**src/rtl/fp96_normalize.sv**
```systemverilog
// fp96_normalize: three-stage normalizer from expanded-significand FP96X to FP96N with guard/sticky,
// gradual underflow, overflow to infinity and inf/NaN passthrough.
module fp96_normalize (
    input  logic         clk,
    input  logic         rst,
    input  logic         ce,
    input  logic         valid_i,
    input  logic [178:0] i,
    output logic         valid_o,
    output logic [98:0]  o,
    output logic         ovf_o,
    output logic         unf_o
);
    logic [7:0]   p;
    logic         s1_v, s1_sign, s1_zero, s1_spec;
    logic [14:0]  s1_ee;
    logic [7:0]   s1_p;
    logic [162:0] s1_sig;
    logic signed [16:0] lz, ex;
    logic         right, den, so;
    logic [7:0]   sh;
    logic [160:0] al;
    logic         s2_v, s2_sign, s2_zero, s2_spec, s2_den;
    logic signed [16:0] s2_exp;
    logic [82:0]  s2_sig;
    logic         ovf;

    always_comb begin
        p = '0;
        for (int k = 0; k < 163; k++)
            if (i[k]) p = 8'(k);
    end

    // lz is negative for the right-shift case, so ee-lz covers ee+r as well
    always_comb begin
        lz    = 17'sd160 - $signed({9'd0, s1_p});
        ex    = $signed({2'b0, s1_ee}) - lz;
        right = s1_p > 8'd160;
        den   = !right && ex < 17'sd1;
        sh    = den ? s1_ee[7:0] - 8'd1 : lz[7:0];
        al    = right ? 161'(s1_sig >> (s1_p - 8'd160)) : 161'(s1_sig << sh);
        so    = right && ((s1_p == 8'd162) ? |s1_sig[1:0] : s1_sig[0]);
        ovf   = !s2_spec && !s2_zero && s2_exp >= 17'sd32767;
    end

    always_ff @(posedge clk) begin
        if (rst) begin
            s1_v    <= 1'b0;
            s2_v    <= 1'b0;
            valid_o <= 1'b0;
            o       <= '0;
            ovf_o   <= 1'b0;
            unf_o   <= 1'b0;
        end else if (ce) begin
            s1_v    <= valid_i;
            s2_v    <= s1_v;
            valid_o <= s2_v;
            ovf_o   <= ovf;
            unf_o   <= !s2_spec && !s2_zero && s2_den;
            o       <= s2_spec ? {s2_sign, 15'h7FFF, s2_sig} :
                       s2_zero ? {s2_sign, 98'd0} :
                       ovf     ? {s2_sign, 15'h7FFF, 83'd0} :
                                 {s2_sign, s2_den ? 15'd0 : s2_exp[14:0], s2_sig};
        end
    end

    always_ff @(posedge clk) begin
        if (ce) begin
            s1_sign <= i[178];
            s1_zero <= ~|i[162:0];
            s1_spec <= i[177:163] == 15'h7FFF;
            s1_ee   <= (i[177:163] == 15'd0) ? 15'd1 : i[177:163];
            s1_p    <= p;
            s1_sig  <= i[162:0];
            s2_sign <= s1_sign;
            s2_zero <= s1_zero;
            s2_spec <= s1_spec;
            s2_den  <= den;
            s2_exp  <= ex;
            s2_sig  <= s1_spec ? {s1_sig[160:80], 2'b00} : {al[160:79], |al[78:0] | so};
        end
    end
endmodule
```
**config.mk**
```make
export PLATFORM = sky130hd
export DESIGN_NAME = fp96_normalize
export DESIGN_NICKNAME = d
export VERILOG_FILES = /design/src/rtl/fp96_normalize.sv
export SDC_FILE = /design/constraint.sdc
export NUM_CORES = 2
export LEC_CHECK = 0
export ABC_CLOCK_PERIOD_IN_PS = 23400
export BUFFER_PORTS_ARGS = -buffer_cell sky130_fd_sc_hd__buf_4
export CAP_MARGIN = 20
export CORE_ASPECT_RATIO = 1.1
export CORE_MARGIN = 10
export CORE_UTILIZATION = 32
export DETAILED_ROUTE_END_ITERATION = 10
export PLACE_DENSITY_LB_ADDON = 0.3
export SYNTH_ARGS = -nofsm -noshare
export SYNTH_HDL_FRONTEND = slang
export SYNTH_SLANG_ARGS = --single-unit
```
**constraint.sdc**
```tcl
create_clock -name clk -period 23.4 [get_ports clk]
set_clock_uncertainty 0.1 [all_clocks]
set_input_delay 3.51 -clock clk [delete_from_list [all_inputs] [get_ports clk]]
set_output_delay 3.51 -clock clk [all_outputs]
set_load 0.1 [all_outputs]
```
# == Yosys cells after proc, flatten, opt, wreduce, memory -nomap -nowiden ==
# Index checks and enable logic that the tools add are counted.
# op_classes
n_addsub,4
order_cmp,3
eq_ne,2
shift,2
n_mux,169
bitwise,1
n_reduce_logical,15
# op_table
cell,n
$mux W8,127
$mux W98,3
$mux W6,32
$reduce_or A163 Y1,1
$shl A163 B8 Y161,1
$shr A163 B8 Y161,1
$mux W161,1
$mux W83,1
$reduce_or A79 Y1,1
$reduce_or A35 Y1,1
$ge A17 B16 Y1 const B,1
$lt A17 B2 Y1 const B,1
$sub A16 B9 Y17,1
$eq A15 B15 Y1 const B,1
$logic_not A15 Y1,1
$mux W15,1
$sub A8 B8 Y9 const A,1
$eq A8 B8 Y1 const B,1
$gt A8 B8 Y1 const B,1
$sub A8 B1 Y8 const B,1
$sub A8 B8 Y8 const B,1
$logic_and A1 B1 Y1,5
$logic_not A1 Y1,4
$mux W2,2
4 further kinds,5
# word_totals
ff_bits,397
input_bits,183
out_inout_bits,102
word_cells,217

# == Longest topological paths before layout ==
# logic_depth
depth_word,161
ltp_mapped,35

# == Worst setup path after synthesis ==
# No wires, ideal clock.
# synth_path
kind,register to register
from,register s1_p[0]
to,"register s2_sig[0], data pin"
setup_time_ns,0.262
arrival_time_ns,7.471
path_slack_ns,15.567
stages_incl_launch_ff,33
n_path_buf,9
synth_period_minus_slack_ns,7.833
cell_sequence,edfxtp_1 > buf_2 > buf_2 > buf_2 > buf_2 > buf_2 > buf_2 > inv_1 > ha_1 > nor4b_4 > o21ai_1 > and2_1 > clkinv_1 > ha_1 > a21o_1 > a21o_1 > a2111oi_4 > o21ba_2 > o22ai_2 > or3_1 > buf_2 > o21ai_4 > buf_4 > mux2i_1 > clkbuf_1 > nor2_1 > a222oi_1 > a2bb2oi_1 > a41oi_1 > nor4_1 > nand4_1 > nor4_1 > o21ai_1
# synth_between
elab_chain_cells,9
# synth_lines
element,line_no,rtl
from (decl),17,logic [7:0] s1_p;
from (signal assigned),73,s1_p <= p;
$sub A8 B8 Y9,36,"lz = 17'sd160 - $signed({9'd0, s1_p});"
$sub A16 B9 Y17,37,"ex = $signed({2'b0, s1_ee}) - lz;"
$lt A17 B2 Y1,39,den = !right && ex < 17'sd1;
$logic_and A1 B1 Y1 *,39,
via den,20,"logic right, den, so;"
$mux W8 *,40,sh = den ? s1_ee[7:0] - 8'd1 : lz[7:0];
$shl A163 B8 Y161 *,41,al = right ? 161'(s1_sig >> (s1_p - 8'd160)) : 161'(s1_sig << sh);
$mux W161 *,41,
$reduce_or A79 Y1 *,80,"s2_sig <= s1_spec ? {s1_sig[160:80], 2'b00} : {al[160:79], |al[78:0] | so};"
$or A1 B1 Y1 *,80,
to (signal assigned),80,
to (decl),25,logic [82:0] s2_sig;
# The timed path passes the listed nets; every way through them passes the cells marked *.
# A chain may end at the register's enable or synchronous reset.

# == Worst setup path in the final report ==
# layout_path
from,register s1_p[4]
to,"register s2_sig[19], data pin"
# layout_between
elab_chain_cells,8
# layout_lines
element,line_no
$sub A8 B8 Y9,36
$sub A16 B9 Y17,37
$lt A17 B2 Y1,39
$logic_and A1 B1 Y1,39
$mux W8,40
$shl A163 B8 Y161,41
$mux W161 *,41
$mux W83 *,80
# Mark *: on every way between the ends. The rest lies on a longest branch, timed or not.

==> impl_metrics.tcl <==
set metrics [dict create \
    status "finished clean" \
    hold_viol 0 \
    antenna_found_initial 22 \
    vdd_drop_max_mv 0.05952 \
    end_kind "register" \
    dr.pass1.iters 7 \
    synth_top_area_cell "edfxtp_1" \
    grt_setup_unrepaired "no" \
    cts.reportedPaths.clkPinSlew_ns 0.06 \
    finalInstanceArea_sq_um 46390 \
    whs_ns 0.3203 \
    max_freq_mhz 92.97 \
    ant_nets 0 \
    placed_area_sq_um 44850 \
    yosysSeqAreaShare 0.2630 \
    drc_errors 0 \
    routedWlPerCell_microns 36.73 \
    fin_nets 5144 \
    setup_ws_ns 12.64 \
    synthCells 4914 \
    synth_mux_area_frac 0.2640 \
    dieHeight_microns 397.1 \
    tightest_slew_ns 1.323 \
    cp-start-kind "register" \
    clock_path_buffers 3 \
    ios 285 \
    layout_min_cycle_time_ns 10.76 \
    grt_max_degree 119 \
    multi_input_area_sq_um 28510 \
    seqCellArea_sq_um 10880 \
    synth_fa_ha_area_frac 0.007139 \
    dp_hpwl_microns 194200 \
    cts_made_buffers 46 \
    synthSimpleGateAreaFrac 0.1968 \
    final_layout_size_suffix_gt1_frac 0.1811 \
    avgSynthCellArea_sq_um 8.417 \
    die_w_microns 362.8 \
    cts.htree.levels 2 \
    gp_congestion 1.070 \
    drv_cap 0 \
    synth_top_family_by_area "multiplexers" \
    dp.cells 6568 \
    post_cts_buffers 0 \
    powerDensity_nw_per_um2 95.97 \
    finalCritPeriodShare 0.4596 \
    synthXorXnorAreaFrac 0.004658 \
    worstPathMaxFanout 85 \
    cts_sinks 397 \
    syn_area_sq_um 41360 \
    n_fill_cell 13406 \
    finalSetupTns_ns 0 \
    ctsResizeCount 0 \
    synth_cell_types 108 \
    gr-total-overflow 0 \
    drt_wl_total_microns 244600 \
    synth_top_cell_area_share 0.2127 \
    pre_cts_ws_ns 13.29 \
    syn_to_final_growth_pct 12.14 \
    finalNonFillerCells 6658 \
    reg2reg_setup_slack_ns 12.64 \
    grt_pass1_wl_microns 337700 \
    hold_buffers 0 \
    cp.arrival_ns 10.99 \
    setup-violations-final 0 \
    synth_compound_area_frac 0.2131 \
    grtUsageTotal 0.3244 \
    viasPerCell 6.669 \
    cts_tree "done" \
    cts_root_buffer "clkbuf_16" \
    synth_edf_count 293 \
    p_leak_uw 0.01740 \
    grt_pass1_vias 42801 \
    start_util 0.3220 \
    core_sq_um 128500 \
    io_buffer_count 284 \
    path_class "reg -> reg" \
    dieArea_sq_um 144100 \
    synth_ff_type "edfxtp_1" \
    maxSlewViolCount 0 \
    slew_headroom 0.1118 \
    rows 138 \
    drt_iter0_drc 6616 \
    ys_seq_elements 397 \
    via_count 44404 \
    postSynthNetCount 5120 \
    synthArstFlopShare 0 \
    required_ns 23.64 \
    synth_warnings 0 \
    insertion_delay_ns 0.65 \
    worstHoldPathType "reg -> reg" \
    yosys-top-cells-area "edfxtp_1, mux2i_1, mux4_2" \
]
==> cells in the mapped netlist, drive strengths merged (21+ instances only) <==
| cell | count |
|---|---|
| nand2 | 444 |
| a221oi | 21 |
| dfxtp | 104 |
| or3 | 23 |
| inv | 92 |
| o21ai | 352 |
| a21oi | 365 |
| buf | 196 |
| nand4 | 80 |
| nor2 | 507 |
| a211oi | 72 |
| mux2i | 488 |
| nor4 | 70 |
| a32oi | 21 |
| o21a | 23 |
| mux4 | 168 |
| and3 | 32 |
| a22oi | 37 |
| o2111ai | 21 |
| a21o | 21 |
| nor2b | 88 |
| a31oi | 35 |
| nand3 | 270 |
| o221ai | 21 |
| edfxtp | 293 |
| nor3 | 143 |
| mux2 | 200 |
| o22ai | 63 |
| o211ai | 84 |
| o31ai | 26 |
| ha | 22 |
| clkbuf | 223 |
==> final cells by class <==
class,instances,area share
Sequential cell,397,0.2346
Timing Repair Buffer,395,0.06506
Clock inverter,23,0.004882
Antenna cell,2,0.0001079
Inverter,94,0.007741
Clock buffer,63,0.02776
Multi-Input combinational cell,4004,0.6146
Tap cell,1680,0.04532
==> kinds of logic (layout without fill, tap and decap cells) <==
group,Yosys count,after routing
flops,397,397
xor+xnor,22,22
fa+ha+maj,23,23
mux,856,856
compound gates,1361,1361
simple gates,1742,1742
buf+inv,513,575
other cells,0,2
==> report_power, final <==
group	switching, uW	leakage [uW]	internal [uW]
logic	1970	0.0129	811
registers	108	0.00374	836
clock network	317	0.000729	413
total	2390	0.0174	2060
==> placed cells by master (no fill, tap or decap), types with 14 or more instances in the layout <==
master,count
a2111oi_0,15
clkbuf_16,48
edfxtp_1,293
o2111ai_1,21
o211ai_1,84
nand2_1,439
mux4_2,168
o31ai_1,25
a21o_1,21
a32oi_1,21
a211oi_1,70
mux2_2,197
inv_1,89
or3_1,23
o21ai_0,330
nand4_1,80
nor3_1,142
nand3_1,270
o21ai_1,20
o221ai_1,21
o22ai_1,62
nor2_1,503
o21a_1,22
a221oi_1,20
buf_4,388
nor4_1,67
ha_1,22
a211o_1,19
dfxtp_1,104
nor2b_1,88
mux2i_1,482
a22oi_1,37
nand2b_1,14
and3_1,32
and2_1,17
a31oi_1,35
a21oi_1,364
o21bai_1,17
o22a_1,14
==> critical path, stage by stage, from the launching register on <==
cell and delay [ns]:
edfxtp_1 0.33, buf_4 0.38, clkinv_2 0.61, and3_1 0.44
xnor2_1 1.02, ha_1 0.47, o21a_1 0.24, or2_4 0.25
a2111oi_4 0.46, o31ai_1 0.21, nand2b_1 0.46, nor2_1 0.38
a211oi_4 0.07, buf_4 0.21, nand2_8 0.39, buf_4 0.88
a21oi_1 0.27, mux2i_1 0.26, mux2_2 0.22, o21ai_0 0.13
o21ai_0 0.92, nor2_1 0.08, nor4_1 0.51, nor3_1 0.15
a21oi_1 0.64
==> metrics by stage <==
step | util | total power [uW]
3_5_place_dp | 0.3492 | 3605
4_1_cts | 0.3609 | 4346
3_3_place_gp | 0.3490 | 3633
5_1_grt | 0.3610 | 4550
6_report | 0.3611 | 4452
2_1_floorplan | - | 2477
==> routing by layer <==
metal  share of wire  track usage  vias to the layer above  routed length [microns]
met1            0.40       0.4234                    22147                    98170
met5         0.00020            0                        -                       48
met4           0.065       0.1783                        8                    15870
met2            0.44       0.4971                     2772                   106500
met3           0.098      0.06843                      529                    23940
li1                -            -                    18948                        -
==> worst paths after layout <==
| path | from | to | depth (start not counted) |
|---|---|---|---|
| max | s1_p[4] | s2_sig[19] | 24 |
| min | s1_sign | s2_sign | 0 |
| max reg2reg | s1_p[4] | s2_sig[19] | 24 |
| min reg2reg | s1_sign | s2_sign | 0 |
==> state kept, by name, indices dropped and copies added (netlist names), 8 cells and up <==
register	cells
s1_p	8
s2_exp	17
s2_sig	83
s1_sig	163
o	99
s1_ee	15
Power figures use the tool's default switching activity.
